File: src/rtl/vga_pkg.sv
// Shared constants and encodings for the VGA screen-buffer write path.
package vga_pkg;

    localparam int unsigned NUM_ADDRS   = 600;
    localparam int unsigned ADDR_WIDTH  = 10;
    localparam int unsigned SINGLE_DATA = 7;
    localparam int unsigned STRB_WIDTH  = 4;
    localparam int unsigned DATA_WIDTH  = 28;

    typedef enum logic [1:0] {
        StIdle = 2'd0,
        StFill = 2'd1,
        StDone = 2'd2
    } fill_state_e;

    // Requester indices into the arbiter request/grant vectors.
    localparam int unsigned GNT_AXI  = 0;
    localparam int unsigned GNT_FILL = 1;

endpackage

File: src/rtl/vga_rr_arb2.sv
// Two-requester round-robin arbiter; on contention the requester not granted last wins.
module vga_rr_arb2 #(
    parameter logic RESET_LAST = 1'b1
) (
    input  logic       clk_i,
    input  logic       rstn_i,
    input  logic [1:0] req_i,
    output logic [1:0] gnt_o
);

    logic last_q, last_d;

    always_comb begin
        gnt_o = 2'b00;
        unique case (req_i)
            2'b01:   gnt_o = 2'b01;
            2'b10:   gnt_o = 2'b10;
            2'b11:   gnt_o = last_q ? 2'b01 : 2'b10;
            default: gnt_o = 2'b00;
        endcase
    end

    always_comb begin
        last_d = last_q;
        if (gnt_o[1]) begin
            last_d = 1'b1;
        end else if (gnt_o[0]) begin
            last_d = 1'b0;
        end
    end

    always_ff @(posedge clk_i or negedge rstn_i) begin
        if (!rstn_i) begin
            last_q <= RESET_LAST;
        end else begin
            last_q <= last_d;
        end
    end

endmodule

File: src/rtl/vga_buffer_wr_arb.sv
// Screen-buffer write-port controller: shares the single write port between AXI
// character writes and a whole-screen fill engine.
module vga_buffer_wr_arb #(
    parameter int unsigned NUM_ADDRS      = vga_pkg::NUM_ADDRS,
    parameter int unsigned ADDR_WIDTH     = vga_pkg::ADDR_WIDTH,
    parameter int unsigned DATA_WIDTH     = vga_pkg::DATA_WIDTH,
    parameter int unsigned SINGLE_DATA    = vga_pkg::SINGLE_DATA,
    parameter int unsigned STRB_WIDTH     = vga_pkg::STRB_WIDTH,
    parameter bit          FILL_IN_VBLANK = 1'b0
) (
    input  logic                   clk_i,
    input  logic                   rstn_i,
    input  logic                   axi_wr_valid_i,
    output logic                   axi_wr_ready_o,
    input  logic [ADDR_WIDTH-1:0]  axi_w_addr_i,
    input  logic [STRB_WIDTH-1:0]  axi_w_strb_i,
    input  logic [DATA_WIDTH-1:0]  axi_din_i,
    input  logic                   fill_start_i,
    input  logic                   fill_abort_i,
    input  logic [SINGLE_DATA-1:0] fill_char_i,
    input  logic                   vblank_i,
    output logic                   fill_busy_o,
    output logic                   fill_done_o,
    output logic                   buf_wr_en_o,
    output logic [ADDR_WIDTH-1:0]  buf_w_addr_o,
    output logic [STRB_WIDTH-1:0]  buf_w_strb_o,
    output logic [DATA_WIDTH-1:0]  buf_din_o
);

    import vga_pkg::*;

    localparam logic [ADDR_WIDTH-1:0] LastAddr = ADDR_WIDTH'(NUM_ADDRS - 1);
    localparam logic [ADDR_WIDTH-1:0] AddrLimit = ADDR_WIDTH'(NUM_ADDRS);

    fill_state_e            state_q, state_d;
    logic [ADDR_WIDTH-1:0]  cnt_q, cnt_d;
    logic [SINGLE_DATA-1:0] char_q, char_d;

    logic                   wr_en_q, wr_en_d;
    logic [ADDR_WIDTH-1:0]  addr_q, addr_d;
    logic [STRB_WIDTH-1:0]  strb_q, strb_d;
    logic [DATA_WIDTH-1:0]  din_q, din_d;

    logic [1:0] req, gnt;
    logic       fill_req;

    // Abort suppresses the fill request so it can never win the cycle it lands in.
    assign fill_req = (state_q == StFill) && (!FILL_IN_VBLANK || vblank_i) && !fill_abort_i;

    always_comb begin
        req           = 2'b00;
        req[GNT_AXI]  = axi_wr_valid_i;
        req[GNT_FILL] = fill_req;
    end

    vga_rr_arb2 #(
        .RESET_LAST (1'b1)
    ) u_arb (
        .clk_i  (clk_i),
        .rstn_i (rstn_i),
        .req_i  (req),
        .gnt_o  (gnt)
    );

    assign axi_wr_ready_o = gnt[GNT_AXI];

    always_ff @(posedge clk_i or negedge rstn_i) begin
        if (!rstn_i) begin
            state_q <= StIdle;
            cnt_q   <= '0;
            char_q  <= '0;
        end else begin
            state_q <= state_d;
            cnt_q   <= cnt_d;
            char_q  <= char_d;
        end
    end

    always_comb begin
        state_d = state_q;
        cnt_d   = cnt_q;
        char_d  = char_q;
        unique case (state_q)
            StIdle: begin
                if (fill_start_i) begin
                    state_d = StFill;
                    cnt_d   = '0;
                    char_d  = fill_char_i;
                end
            end
            StFill: begin
                if (fill_abort_i) begin
                    state_d = StDone;
                end else if (gnt[GNT_FILL]) begin
                    if (cnt_q == LastAddr) begin
                        state_d = StDone;
                    end else begin
                        cnt_d = cnt_q + ADDR_WIDTH'(1);
                    end
                end
            end
            StDone:  state_d = StIdle;
            default: state_d = StIdle;
        endcase
    end

    always_comb begin
        fill_busy_o = (state_q == StFill);
        fill_done_o = (state_q == StDone);
    end

    always_comb begin
        wr_en_d = 1'b0;
        addr_d  = addr_q;
        strb_d  = strb_q;
        din_d   = din_q;
        if (gnt[GNT_AXI]) begin
            // Out-of-range writes are acknowledged but leave the port untouched.
            if (axi_w_addr_i < AddrLimit) begin
                wr_en_d = 1'b1;
                addr_d  = axi_w_addr_i;
                strb_d  = axi_w_strb_i;
                din_d   = axi_din_i;
            end
        end else if (gnt[GNT_FILL]) begin
            wr_en_d = 1'b1;
            addr_d  = cnt_q;
            strb_d  = '1;
            din_d   = {STRB_WIDTH{char_q}};
        end
    end

    always_ff @(posedge clk_i or negedge rstn_i) begin
        if (!rstn_i) begin
            wr_en_q <= 1'b0;
            addr_q  <= '0;
            strb_q  <= '0;
            din_q   <= '0;
        end else begin
            wr_en_q <= wr_en_d;
            addr_q  <= addr_d;
            strb_q  <= strb_d;
            din_q   <= din_d;
        end
    end

    assign buf_wr_en_o  = wr_en_q;
    assign buf_w_addr_o = addr_q;
    assign buf_w_strb_o = strb_q;
    assign buf_din_o    = din_q;

endmodule

File: config.mk
export PLATFORM = sky130hd
export DESIGN_NAME = vga_buffer_wr_arb
export DESIGN_NICKNAME = d
export VERILOG_FILES = /design/src/rtl/vga_pkg.sv /design/src/rtl/vga_rr_arb2.sv /design/src/rtl/vga_buffer_wr_arb.sv
export SDC_FILE = /design/constraint.sdc
export NUM_CORES = 1
export LEC_CHECK = 0
export CAP_MARGIN = 20
export CORE_MARGIN = 2
export CORE_UTILIZATION = 35
export DETAILED_ROUTE_END_ITERATION = 10
export GPL_ROUTABILITY_DRIVEN = 1
export PLACE_DENSITY = 0.66
export SETUP_SLACK_MARGIN = 0.15
export SLEW_MARGIN = 20
export SYNTH_ARGS = -nofsm -noshare
export SYNTH_HDL_FRONTEND = slang
export SYNTH_HIERARCHICAL = 1
export SYNTH_SLANG_ARGS = --single-unit
File: constraint.sdc
create_clock -name clk_i -period 2.1 [get_ports clk_i]
set_input_delay 0.21 -clock clk_i [delete_from_list [all_inputs] [get_ports clk_i]]
set_output_delay 0.21 -clock clk_i [all_outputs]
set_load 0.01 [all_outputs]
==> metrics.txt, run 1 <==
status finished clean; Final Util 0.5871; max-slew violation count 0; nets between 400 and 500; initial DRC count 106; drt drc 0; Period minus WS final approximately 2100 ps; effective utilization at floorplan 0.3650; Final setup viols 0; hold crit path type primary input to asynchronous set/reset pin; CTS Buffer Depth 2; setup TNS 0 ps; Via Count 2488; P_leak roughly 0.0023 uW; hold_ws 419.7 ps; Critical Path RT between 2000 and 2500 ps; Post-Syn Instances 266; Core Footprint about 8300 um^2; vias in the first global route 2379; Power Density 1121 nW/um^2; worst slew pin tran 344.0 ps; post-DR wirelength/cell about 16 um; global-route wire length before repair between 10 and 15 mm; IO Pins 101; layout cells sized above 1 0.3358; die width 97.03 um; Peak Freq around 490 MHz; fin cells 513; Skew-Pair Late Insertion Delay 340 ps; Die Span Y 97.03 um; WS Path Type register to register; CTS tree done; Yosys reg bits 63; placed cells 481; peak supply drop 413.5 uV; ant diodes 0; Startpoint Class register; R2R depth 9; Crit Path Max Fanout 6; CP delay by family, top compound AO/OA/AOI/OAI gates; Overflow after GRT 0; ys flop type dfrtp_1; hpwl dp approximately 5.5 mm; slowest cell delay on critical path around 470 ps; number of core rows 33; Max Cap Viol 0; Mapped Area 3029 um^2; CP arrival 2270 ps; CP max-delay cell a311o_2; Final ANT Viol Nets 0; largest net degree at the start of global routing 64; fin crit share 0.9769; Post-synth EDFFs 0; Detailed Route WL 8.209 mm; DR pass1 iterations 4; Stages on worst setup path 9; Fin. Hold Viols 0; CP bufs+invs 3; syn_nets 322; GRT Total Usage 0.1640; CP dominant cell by count nor2_4; Area Growth Syn to Fin 60.84%; Seq/Total Area, Yosys 0.5209; routed vias/inst 4.850; H-tree lvl count 3; port buffer count about 100; ys async rst share 1.000; CTS buffer count 9; RSZ-0062 raised after global routing yes; element type at the critical path end register; worst clock skew ~15 ps; Syn Area/Cell ~11 um^2; Die Area 9415 um^2; critical path cell sequence nand2b_4 -> nor2_4 -> buf_6 -> a21boi_4 -> inv_4 -> nor2_4 -> a311o_2 -> clkbuf_16 -> mux2_4; YS warnings 6; clk slew on worst S/H paths roughly 80 ps; initial antenna violation count 0; clock sinks 63; global placer's final weighted congestion roughly 0.77; Max transition margin 0.7675; Root Driver clkbuf_8; Synth cell types 42
==> synthesized netlist by cell type, drive strengths merged (2+ instances only) <==
| cell type | n | area share |
|---|---|---|
| a21o | 2 | 0.0050 |
| nand2 | 70 | 0.087 |
| clkbuf | 3 | 0.0037 |
| and3 | 2 | 0.0041 |
| nand2b | 2 | 0.0066 |
| a21oi | 4 | 0.0066 |
| mux2 | 59 | 0.23 |
| a31oi | 2 | 0.0041 |
| nor3b | 2 | 0.0066 |
| dfrtp | 62 | 0.51 |
| nor4bb | 2 | 0.0066 |
| nand3 | 2 | 0.0033 |
| nand4 | 2 | 0.0041 |
| buf | 8 | 0.018 |
| a21boi | 2 | 0.0050 |
| inv | 4 | 0.0050 |
| or3 | 2 | 0.0058 |
| xnor2 | 2 | 0.0058 |
| or2 | 4 | 0.0083 |
| xor2 | 3 | 0.0087 |
| nor2 | 11 | 0.014 |
| mux2i | 2 | 0.0066 |
| or4 | 2 | 0.0050 |
==> per-stage QoR <==
stage / worst slack, ps / instance area, um^2 / power, uW
final: 48.46 / 4872 / 5461
after global routing: -15.79 / 4872 / 5757
after CTS: 101.2 / 4526 / 5173
after detailed placement: -178.2 / 4297 / 4049
after global placement: -116.9 / 4297 / 3992
after floorplan: 27.57 / 3057 / 2904
==> routing by layer <==
metal	GRT usage	share of wire
met5	0	0
met3	0.03324	0.039
met4	0.07692	0.020
met1	0.2190	0.46
met2	0.2564	0.48
==> tightest hold or removal path, cell delays in order <==
cell	delay, ps
dlygate4sd3_1	520
buf_2	130
buf_12	310
==> registers in the layout, summed over array words and instances (netlist names) <==
register and count:
buf_w_strb_o 4, u_arb/last_q 1, buf_wr_en_o 1, buf_w_addr_o 10, char_q 7, cnt_q 10, state_q 2, buf_din_o 28
==> power breakdown <==
part / internal, uW / leakage (uW) / switching, uW / total [uW]
Sequential: 1660 / 0.000780 / 249 / 1910
Clock: 587 / 0.0000993 / 512 / 1100
Combinational: 1550 / 0.00139 / 905 / 2460
==> layout make-up <==
cell class / instances / area [um^2]
clock buffers: 10 / 137.6
clock inverters: 6 / 67.56
fillers: 709 / 3427
inverters: 5 / 21.27
multi-input cells: 187 / 1584
flip-flops and latches: 63 / 1578
well taps: 105 / 131.4
repair buffers: 137 / 1353
==> path summary, 6_finish.rpt <==
check / startpoint / to / slack [ps]
worst max-delay path: state_q[1] / buf_din_o[11] / 50
worst min-delay path: rstn_i / cnt_q[5] / 420
worst max register to register: state_q[1] / buf_din_o[11] / 50
worst min register to register: u_arb/last_q / u_arb/last_q / 510
max in group asynchronous: rstn_i / u_arb/last_q / 1380
min in group clk_i: fill_char_i[0] / char_q[0] / 480
==> layout by cell type (no fill, tap or decap), types with 3 or more instances in the layout <==
master / synthesis / final
dfrtp_1: 62 / 62
clkdlybuf4s50_1: 0 / 97
a21oi_1: 4 / 3
mux2_4: 9 / 39
or2_2: 4 / 4
clkbuf_8: 0 / 10
mux2_2: 50 / 20
nand2_1: 70 / 70
inv_1: 4 / 4
nor2_1: 11 / 9
buf_4: 1 / 25
buf_6: 2 / 7
==> cells by family (layout without fill, tap and decap cells) <==
family	Yosys count	after routing	synth area share
adders and majority gates	1	1	0.004130
DFF	63	63	0.5209
and+or+nand+nor	107	107	0.1669
xor gates and xnor gates	5	5	0.01446
muxes	61	61	0.2371
AOI/OAI and AO/OA	13	13	0.02809
buffers and inverters	16	158	0.02850
==> repair_timing <==
action                                  in CTS  in global routing
pin swaps                                    2                  5
gates resized for setup                      2                 55
endpoints found under the setup margin      45                 50
endpoints found under the hold margin       62                  0
buffers inserted                             1                 12
hold buffers                                 1                  0
cloned                                       0                  2
Note: power is estimated with default switching activity, not from simulation.
==> run 2: changes to the inputs <==
==> constraint.sdc (replaced) <==
create_clock -name clk_i -period 2.1 [get_ports clk_i]
set_input_delay 0.21 -clock clk_i [delete_from_list [all_inputs] [get_ports clk_i]]
set_output_delay 0.21 -clock clk_i [all_outputs]
set_load 0.1 [all_outputs]
==> run 2 against run 1 <==
  * Cell area decreased by 7.9%
  * Utilization fell by 4.6 points
  * Non-clock buffer count down 10
  * Sequential cell count unchanged
  * Worst hold slack improved by 13 ps
  * First-iteration DRC count decreased by 50%
  * Global-route usage increased by 0.062 points
  * Wire length down 9.6%
  * Sequential share of layout area increased by 2.8 points
  * Via count is 3.1% lower
  * Critical path type unchanged
  * Largest cell class is now registers
==> metrics.txt, run 2 (synthesized netlist as in run 1, its figures left out) <==
status finished clean; Startpoint Class register; Via Count 2410 (-3.1%); Period minus WS final 1992 ps (-59.76 ps); fin crit share 0.9485 (-0.02846); Overflow after GRT 0 (unchanged); element type at the critical path end register; slowest cell delay on critical path 420 ps (-50 ps); Final Util 0.5406 (-0.04643); Final ANT Viol Nets 0 (unchanged); worst clock skew 8.597 ps (-6.045 ps); Area Growth Syn to Fin 48.12%; initial DRC count 53 (-50%); CP arrival 2190 ps (-80 ps); effective utilization at floorplan 0.3650 (unchanged); Peak Freq 502.1 MHz (+3.0%); R2R Path Start state_q[0]; worst slew pin tran 334.6 ps (-9.428 ps); routed vias/inst 4.791 (-1.2%); IO Pins 101 (unchanged); Skew-Pair Late Insertion Delay 320 ps (-20 ps); hpwl dp 5.370 mm (-2.8%); die width 97.03 um (unchanged); initial antenna violation count 0 (unchanged); largest net degree at the start of global routing 64 (unchanged); R2R depth 9 (unchanged); R2R Setup Slk 110 ps (+60 ps); Core Footprint 8299 um^2 (unchanged); clock sinks 63 (unchanged); commonest non-fill, non-tap cell in the layout nand2_1; number of core rows 33 (unchanged); Stages on worst setup path 9 (unchanged); post-DR wirelength/cell 14.75 um (-7.8%); layout cells sized above 1 0.4196 (+0.08381); DR pass1 iterations 4 (unchanged); max-slew violation count 0 (unchanged); worst setup path endpoint buf_din_o[23]; vias in the first global route 2553 (+7.3%); drt drc 0 (unchanged); nets 449 (-2.2%); Final setup viols 0 (unchanged); Detailed Route WL 7.421 mm (-9.6%); CTS tree done; Largest register FFs 28 (unchanged); Crit Path Max Fanout 21 (+15); RSZ-0062 raised after global routing yes; Die Span Y 97.03 um (unchanged); critical path cell sequence nand2b_4 -> nor2_4 -> buf_4 -> a21boi_4 -> clkinv_2 -> nor2_2 -> a311o_2 -> buf_12 -> mux2_2; hold crit path type primary input to asynchronous set/reset pin; port buffer count 99 (unchanged); Root Driver clkbuf_8; ant diodes 0 (unchanged); global placer's final weighted congestion 0.8289 (+7.4%); global-route wire length before repair 12.54 mm (+3.2%); H-tree lvl count 3 (unchanged); CTS buffer count 9 (unchanged); CP bufs+invs 3 (unchanged); most frequent cells in the layout nand2_1 (70), buf_4 (67), dfrtp_1 (62); RR Endpoint buf_din_o[23]; Critical Path RT 2300 ps (-20 ps); clk slew on worst S/H paths 70 ps (about the same); placed cells 481 (unchanged); GRT Total Usage 0.1646 (+0.0006161); Max Cap Viol 0 (unchanged); WS Path Type register to register; Die Area 9415 um^2 (unchanged); CTS Buffer Depth 2 (unchanged); CP delay by family, top buffers and inverters; Max transition margin 0.7739 (+0.006371); Fin. Hold Viols 0 (unchanged); fin cells 503 (-1.9%); CP max-delay cell dfrtp_1; beginning of the critical path state_q[0]
==> run 2: layout make-up <==
| type | instances | area (um^2) |
|---|---|---|
| Sequential cell | 63 | 1578 |
| Tap cell | 105 | 131.4 |
| Clock buffer | 12 | 145.1 |
| Timing Repair Buffer | 127 | 1141 |
| Clock inverter | 4 | 45.04 |
| Multi-Input combinational cell | 187 | 1426 |
| Inverter | 5 | 20.02 |
| Fill cell | 763 | 3812 |
==> run 2: stage by stage <==
stage	setup slack (ps)	hold WS, ps	instance area (um^2)	setup TNS (ps)
floorplan	-399.9	-85.59	3063	-13600
global placement	-184.7	252.3	4205	-4734
detailed placement	-197.1	255.2	4205	-6005
CTS	69.97	435.8	4432	0
global route	4.823	447.8	4487	0
finish	108.2	432.9	4487	0
==> run 2: worst min-delay path by stage <==
stage,from,end,slack [ps],depth (start not counted)
after floorplan,rstn_i,buf_din_o[0],-90,0
after global placement,rstn_i,buf_w_addr_o[0],250,2
after detailed placement,rstn_i,buf_w_addr_o[2],260,2
after CTS,rstn_i,buf_w_addr_o[8],440,3
after global routing,rstn_i,buf_w_addr_o[2],450,3
final,rstn_i,buf_w_addr_o[2],430,3
==> run 2: worst min-delay path: stages <==
cell	delay [ps]
dlygate4sd3_1	520
buf_2	120
buf_12	300
==> run 2: what timing repair did <==
| item | 4_1_cts | 5_1_grt |
|---|---|---|
| hold buffers | 1 | 0 |
| setup endpoints to repair | 41 | 46 |
| pin swaps | 7 | 4 |
| hold endpoints to repair | 62 | 0 |
| buffers inserted | 3 | 2 |
| resized for setup | 2 | 8 |
==> run 2: metal layers <==
metal | vias up | global-route usage | wire, um
met5 | - | 0 | 0
met4 | 0 | 0.07692 | 138
met1 | 1174 | 0.2049 | 3253
li1 | 1157 | - | -
met3 | 10 | 0.03757 | 353
met2 | 69 | 0.2714 | 3677
Power of run 2 is left out: the tool's default activity adds up to more than one toggle a clock period on the data nets, which glitch-free logic cannot reach.
